`src/rtl/key_conditioner_if.sv`:
```
// Key pin bundle between the board KEY pins and the conditioner.
// Raw inputs are active-low; all conditioned outputs are active-high.
interface key_conditioner_if #(
  parameter int NUM_KEYS = 4
);
  logic [NUM_KEYS-1:0] key_n_raw;
  logic [NUM_KEYS-1:0] key_level;
  logic [NUM_KEYS-1:0] key_press;
  logic [NUM_KEYS-1:0] key_release;
  logic [NUM_KEYS-1:0] key_repeat;

  modport master (
    output key_n_raw,
    input  key_level,
    input  key_press,
    input  key_release,
    input  key_repeat
  );

  modport slave (
    input  key_n_raw,
    output key_level,
    output key_press,
    output key_release,
    output key_repeat
  );
endinterface

```
`src/rtl/key_conditioner.sv`:
```
// Per-key synchroniser, debouncer, edge pulses and auto-repeat.
// Channels are independent; counters never exceed their threshold.
module key_conditioner #(
  parameter int                  NUM_KEYS        = 4,
  parameter int                  CNT_W           = 24,
  parameter logic [CNT_W-1:0]    DEBOUNCE_CYCLES = 24'd500000,
  parameter logic [CNT_W-1:0]    REPEAT_DELAY    = 24'd12500000,
  parameter logic [CNT_W-1:0]    REPEAT_PERIOD   = 24'd5000000,
  parameter logic [NUM_KEYS-1:0] REPEAT_MASK     = 4'b0011
) (
  input logic              clk,
  input logic              rst,
  key_conditioner_if.slave kif
);

  typedef enum logic {
    PH_DELAY,
    PH_PERIOD
  } phase_t;

  logic [NUM_KEYS-1:0] r_sync1;
  logic [NUM_KEYS-1:0] r_sync2;
  logic [NUM_KEYS-1:0] r_stable;
  logic [NUM_KEYS-1:0] r_press;
  logic [NUM_KEYS-1:0] r_release;
  logic [NUM_KEYS-1:0] r_repeat;
  logic [CNT_W-1:0]    r_dcnt  [NUM_KEYS];
  logic [CNT_W-1:0]    r_rcnt  [NUM_KEYS];
  phase_t              r_phase [NUM_KEYS];

  logic [NUM_KEYS-1:0] w_raw;
  logic [NUM_KEYS-1:0] w_stable_nx;
  logic [NUM_KEYS-1:0] w_press_nx;
  logic [NUM_KEYS-1:0] w_release_nx;
  logic [NUM_KEYS-1:0] w_tick_nx;
  logic [CNT_W-1:0]    w_dcnt_nx  [NUM_KEYS];
  logic [CNT_W-1:0]    w_rcnt_nx  [NUM_KEYS];
  phase_t              w_phase_nx [NUM_KEYS];
  logic [CNT_W-1:0]    w_dinc;
  logic [CNT_W-1:0]    w_rinc;
  logic [CNT_W-1:0]    w_rlim;

  assign w_raw = ~r_sync2;

  always_comb begin
    w_stable_nx  = r_stable;
    w_press_nx   = '0;
    w_release_nx = '0;
    w_tick_nx    = '0;
    w_dinc       = '0;
    w_rinc       = '0;
    w_rlim       = '0;
    for (int i = 0; i < NUM_KEYS; i++) begin
      w_dcnt_nx[i]  = '0;
      w_rcnt_nx[i]  = '0;
      w_phase_nx[i] = r_phase[i];
      w_dinc = r_dcnt[i] + CNT_W'(1);
      if (w_raw[i] != r_stable[i]) begin
        if (w_dinc == DEBOUNCE_CYCLES) begin
          w_stable_nx[i]  = w_raw[i];
          w_press_nx[i]   = w_raw[i];
          w_release_nx[i] = ~w_raw[i];
        end else begin
          w_dcnt_nx[i] = w_dinc;
        end
      end
      w_rinc = r_rcnt[i] + CNT_W'(1);
      w_rlim = (r_phase[i] == PH_DELAY) ? REPEAT_DELAY
                                        : REPEAT_PERIOD;
      // release edge leaves the counter cleared and emits no tick
      if (REPEAT_MASK[i]) begin
        if (w_press_nx[i]) begin
          w_phase_nx[i] = PH_DELAY;
        end else if (r_stable[i] && !w_release_nx[i]) begin
          if (w_rinc == w_rlim) begin
            w_tick_nx[i]  = 1'b1;
            w_phase_nx[i] = PH_PERIOD;
          end else begin
            w_rcnt_nx[i] = w_rinc;
          end
        end
      end
    end
  end

  always_ff @(posedge clk or posedge rst) begin
    if (rst) begin
      r_sync1   <= '1;
      r_sync2   <= '1;
      r_stable  <= '0;
      r_press   <= '0;
      r_release <= '0;
      r_repeat  <= '0;
      for (int i = 0; i < NUM_KEYS; i++) begin
        r_dcnt[i]  <= '0;
        r_rcnt[i]  <= '0;
        r_phase[i] <= PH_DELAY;
      end
    end else begin
      r_sync1   <= kif.key_n_raw;
      r_sync2   <= r_sync1;
      r_stable  <= w_stable_nx;
      r_press   <= w_press_nx;
      r_release <= w_release_nx;
      r_repeat  <= w_press_nx | w_tick_nx;
      for (int i = 0; i < NUM_KEYS; i++) begin
        r_dcnt[i]  <= w_dcnt_nx[i];
        r_rcnt[i]  <= w_rcnt_nx[i];
        r_phase[i] <= w_phase_nx[i];
      end
    end
  end

  assign kif.key_level   = r_stable;
  assign kif.key_press   = r_press;
  assign kif.key_release = r_release;
  assign kif.key_repeat  = r_repeat;

endmodule
```
`src/flat_wrapper.sv`:
```
// flat-port wrapper written by rule: the top's interface ports become plain ports
module key_conditioner_flat 
#(
  parameter int                  NUM_KEYS        = 4,
  parameter int                  CNT_W           = 24,
  parameter logic [CNT_W-1:0]    DEBOUNCE_CYCLES = 24'd500000,
  parameter logic [CNT_W-1:0]    REPEAT_DELAY    = 24'd12500000,
  parameter logic [CNT_W-1:0]    REPEAT_PERIOD   = 24'd5000000,
  parameter logic [NUM_KEYS-1:0] REPEAT_MASK     = 4'b0011
)
  (clk, rst, kif_key_n_raw, kif_key_level, kif_key_press, kif_key_release, kif_key_repeat);
  key_conditioner_if #(.NUM_KEYS(NUM_KEYS)) kif_i ();
  input logic clk;
  input logic rst;
  input wire logic [$bits(kif_i.key_n_raw)-1:0] kif_key_n_raw;
  output wire logic [$bits(kif_i.key_level)-1:0] kif_key_level;
  output wire logic [$bits(kif_i.key_press)-1:0] kif_key_press;
  output wire logic [$bits(kif_i.key_release)-1:0] kif_key_release;
  output wire logic [$bits(kif_i.key_repeat)-1:0] kif_key_repeat;
  assign kif_i.key_n_raw = kif_key_n_raw;
  assign kif_key_level = kif_i.key_level;
  assign kif_key_press = kif_i.key_press;
  assign kif_key_release = kif_i.key_release;
  assign kif_key_repeat = kif_i.key_repeat;
  key_conditioner #(.NUM_KEYS(NUM_KEYS), .CNT_W(CNT_W), .DEBOUNCE_CYCLES(DEBOUNCE_CYCLES), .REPEAT_DELAY(REPEAT_DELAY), .REPEAT_PERIOD(REPEAT_PERIOD), .REPEAT_MASK(REPEAT_MASK)) u_core (.clk(clk), .rst(rst), .kif(kif_i));
endmodule
```
`config.mk`:
```
export PLATFORM = sky130hd
export DESIGN_NAME = key_conditioner_flat
export DESIGN_NICKNAME = d
export VERILOG_FILES = /design/src/rtl/key_conditioner_if.sv /design/src/rtl/key_conditioner.sv /design/src/flat_wrapper.sv
export SDC_FILE = /design/constraint.sdc
export NUM_CORES = 1
export LEC_CHECK = 0
export ABC_AREA = 0
export ABC_CLOCK_PERIOD_IN_PS = 4460
export BUFFER_PORTS_ARGS = -buffer_cell sky130_fd_sc_hd__buf_2
export CORE_MARGIN = 2
export CORE_UTILIZATION = 55
export DETAILED_ROUTE_END_ITERATION = 10
export GPL_TIMING_DRIVEN = 0
export PLACE_DENSITY_LB_ADDON = 0.08
export SYNTH_ARGS = -nofsm -noshare
export SYNTH_HDL_FRONTEND = slang
export SYNTH_SLANG_ARGS = --single-unit
```
`constraint.sdc`:
```
create_clock -name clk -period 4.46 [get_ports clk]
set_clock_uncertainty 0.15 [all_clocks]
set_input_delay 0 -clock clk [delete_from_list [all_inputs] [get_ports clk]]
set_output_delay 0 -clock clk [all_outputs]
set_load 0.005 [all_outputs]
```
==> impl_metrics.py <==
metrics = {
    "clock_tree": {
        "clkSinkCount": 168,
        "cts-root-buf": "clkbuf_16",
        "cts.repair.resized": 0,
        "cts_inserted_buffers": 17,
        "htree_levels": 4,
        "clock_latency_ns": 0.43,
        "tritoncts": "built",
        "cts_max_path_buffers": 2,
        "clk_pin_slew_ns": 0.06,
    },
    "timing": {
        "fin_setup_tns_ns": 0,
        "grt_setup_unrepaired": "false",
        "maxSlewHeadroom_pct": 11.94,
        "final_min_period_over_clock_period_pct": 91.41,
        "max_clock_freq_mhz": 245.3,
        "timing_worst_slew_pin_value_ns": 1.303,
        "final-setup-viol-count": 0,
        "final_critical_path_setup_slack_ns": 0.3831,
        "drv_slew": 0,
        "final_hold_viols": 0,
        "min_clock_period_post_route_ns": 4.077,
    },
    "final_layout": {
        "post_route_cells_drive_above_1_share_pct": 9.821,
        "layout.cells.most_common_list": "160 x dfrtp_1, 145 x nor2_1, 78 x nand2_1",
        "n_antenna_cell": 0,
        "nNetsFinal": 1121,
        "area_growth_from_synthesis_to_final_layout_pct": 11.68,
        "layout.cells.most_common": "dfrtp_1",
        "finish.utilization_pct": 62.52,
    },
    "logic_synthesis": {
        "ys_ff_latch": 168,
        "mappedNetlistArea_um2": 9649,
        "synth_nets": 1072,
        "yosysUniqueCellTypes": 70,
        "syn_inst": 1058,
        "synthFlopType": "dfrtp_1",
        "syn_area_per_cell_um2": 9.120,
        "synth_edf_count": 0,
        "largest_area_contributor_in_the_synthesized_netlist": "dfrtp_1",
        "synth_sequential_area_ratio_pct": 43.67,
        "synth_top_cells_by_area": "dfrtp_1 41%, xnor2_1 6.5%, xor2_1 5.8%",
        "async_sr_flop_fraction_pct": 100.0,
        "synth-warning-count": 0,
        "yosys.area.top_type_share_pct": 41.49,
    },
    "setup_path": {
        "cp_max_fo": 10,
        "cp-start-kind": "flip-flop",
        "worstPathArrival_ns": 4.24,
        "worstSetupStartpoint": "u_core.r_dcnt[1]",
        "criticalPathCategory": "flip-flop to flip-flop",
        "r2r-start": "u_core.r_dcnt[1]",
        "critical_path.reg2reg.endpoint": "u_core.r_dcnt[10]",
        "endpoint_kind": "flip-flop",
        "reg_to_reg_slack_setup_ns": 0.38,
        "cell_depth_of_the_worst_flop_to_flop_path": 12,
        "worst_ep_required_time_ns": 4.62,
    },
    "global_route": {
        "first_global_vias": 7101,
        "grt_pass1_wl_mm": 33.83,
        "grt_max_degree": 41,
        "grt-busiest-layer": "met2",
        "gr-usage-met2_pct": 35.40,
        "groute.usage.overall_pct": 22.42,
        "antenna_violations_before_repair": 0,
        "met1_capacity_usage_during_global_routing_pct": 31.36,
        "global_route.usage.met3_pct": 4.773,
        "grt_overflow": 0,
    },
    "routing": {
        "detail_route.drc_violations": 0,
        "vias_per_cell": 5.580,
        "detail_route.first_pass.iterations": 5,
        "dr_total_vias": 7505,
        "post_drt_wl_per_cell_um": 14.39,
        "detail-route-antenna-nets": 0,
        "drt_first_iter_violations": 455,
        "routed_wl_mm": 19.36,
    },
    "worst_hold_path": {
        "whs_endpoint": "u_core.r_sync1[1]",
        "min_delay_path_depth": 2,
        "hold_class": "primary input to flip-flop",
        "min_from": "kif_key_n_raw[1]",
    },
    "die": {
        "core-area_um2": 17240,
        "initial_utilization_pct": 55.98,
        "floorplan_row_count": 48,
        "die_area_um2": 18620,
        "fp.dieW_um": 136.5,
        "ioPinCount": 22,
        "die_h_um": 136.5,
    },
    "pwr": {
        "ir_drop_mv": 0.2942,
        "powerDensity_nw_per_um2": 293.5,
        "leakage_nw": 4.375,
    },
    "outcome": {
        "run_status": "completed",
    },
    "placed_design": {
        "detailedPlacementHpwl_mm": 13.70,
        "post-place-ws_ns": 0.4944,
        "gpl.final_weighted_congestion": 0.8572,
        "i_o_buffers": 21,
    },
    "job": {
        "cap_viol_max_count": 0,
    },
}
cells by family after synthesis:
kind of cell	Yosys count	share of synthesized area, %
DFF	168	43.67
xor gates and xnor gates	136	12.34
muxes	15	1.569
buffers and inverters	79	3.838
adders and majority gates	8	1.037
and+or+nand+nor	551	30.24
AOI/OAI and AO/OA	101	7.300
metal layers:
layer / part of all wire [%] / routed length, µm
met3: 3.1 / 597
met5: 0 / 0
met4: 1.1 / 204
met2: 47 / 9042
met1: 49 / 9511
how the worst max path moves through the flow:
stage | end | cells after the start
after floorplan | u_core.r_rcnt[65] | 12
after global placement | u_core.r_dcnt[10] | 12
after detailed placement | u_core.r_dcnt[15] | 12
after CTS | u_core.r_dcnt[10] | 12
after global routing | u_core.r_dcnt[10] | 12
final | u_core.r_dcnt[10] | 12
where the power goes:
group          leakage, nW  internal (W)   total, W  switching (W)
Combinational         1.77     0.0000291  0.0000934      0.0000643
Clock                0.292      0.000908    0.00152       0.000609
Sequential            2.31       0.00154    0.00155      0.0000133
final cells by class:
| cell class | count | area, µm² |
|---|---|---|
| sequential | 168 | 4214 |
| fill | 1448 | 6460 |
| clock inverter | 12 | 150.1 |
| clock buffer | 20 | 456.7 |
| inverter | 28 | 108.9 |
| tap | 225 | 281.5 |
| multi-input combinational | 811 | 5065 |
| buffer | 51 | 265.3 |
| timing repair buffer | 30 | 235.2 |
metrics by stage:
step                hold WS [ns]  std cells  total power (W)  area (µm²)
floorplan                -0.1455       1058         0.001638        9653
global placement        -0.04441       1304         0.001663       10040
detailed placement      -0.04384       1308         0.001674       10120
CTS                      0.04070       1345         0.003201       10780
global route             0.06062       1345         0.003285       10780
finish                   0.05762       1345         0.003163       10780
flip-flops by register name, indices dropped and copies added, names as in the netlist:
register and cells:
u_core.kif.key_level 4, u_core.kif.key_press 4, u_core.kif.key_release 4, u_core.kif.key_repeat 2, u_core.r_dcnt 96, u_core.r_phase 2, u_core.r_rcnt 48, u_core.r_sync1 4
u_core.r_sync2 4
worst max-delay path: stages, from the launching register on:
cell       delay, ns
dfrtp_1         0.42
ha_1            0.17
clkbuf_1        0.26
nand2_1         0.17
nor4b_1         1.10
nand3_1         0.20
xor2_1          0.24
o2111ai_1       0.14
or4_1           0.47
buf_2           0.20
nand2_4         0.16
buf_4           0.21
nor2_1          0.06
synth_stat cells (4+ instances only):
cell type and count:
a31oi_1 6, nor3b_1 7, dfrtp_1 160, xnor2_1 72, o2111ai_1 5, o31ai_1 4, or2_2 6, nand2_1 78
buf_2 14, mux2i_1 14, nor2b_1 11, o211a_1 5, and2_1 14, or3_1 16, or4_1 11, nand2b_1 8
o21ai_0 25, nor4_1 23, clkbuf_1 26, ha_1 8, nor4b_1 5, and3_1 29, nor3_1 64, a21oi_1 18
dfstp_2 8, buf_4 7, inv_1 28, nand3_1 54, and4_1 15, nand4_1 42, xor2_1 64, nor2_1 145
buf_6 4, o211ai_1 4
what timing repair did:
item                                    4_1_cts  5_1_grt
endpoints found under the hold margin        38        0
endpoints found under the setup margin        0        0
buffers inserted                              0        0
hold buffers                                  5        0
(Power assumes the default switching activity.)
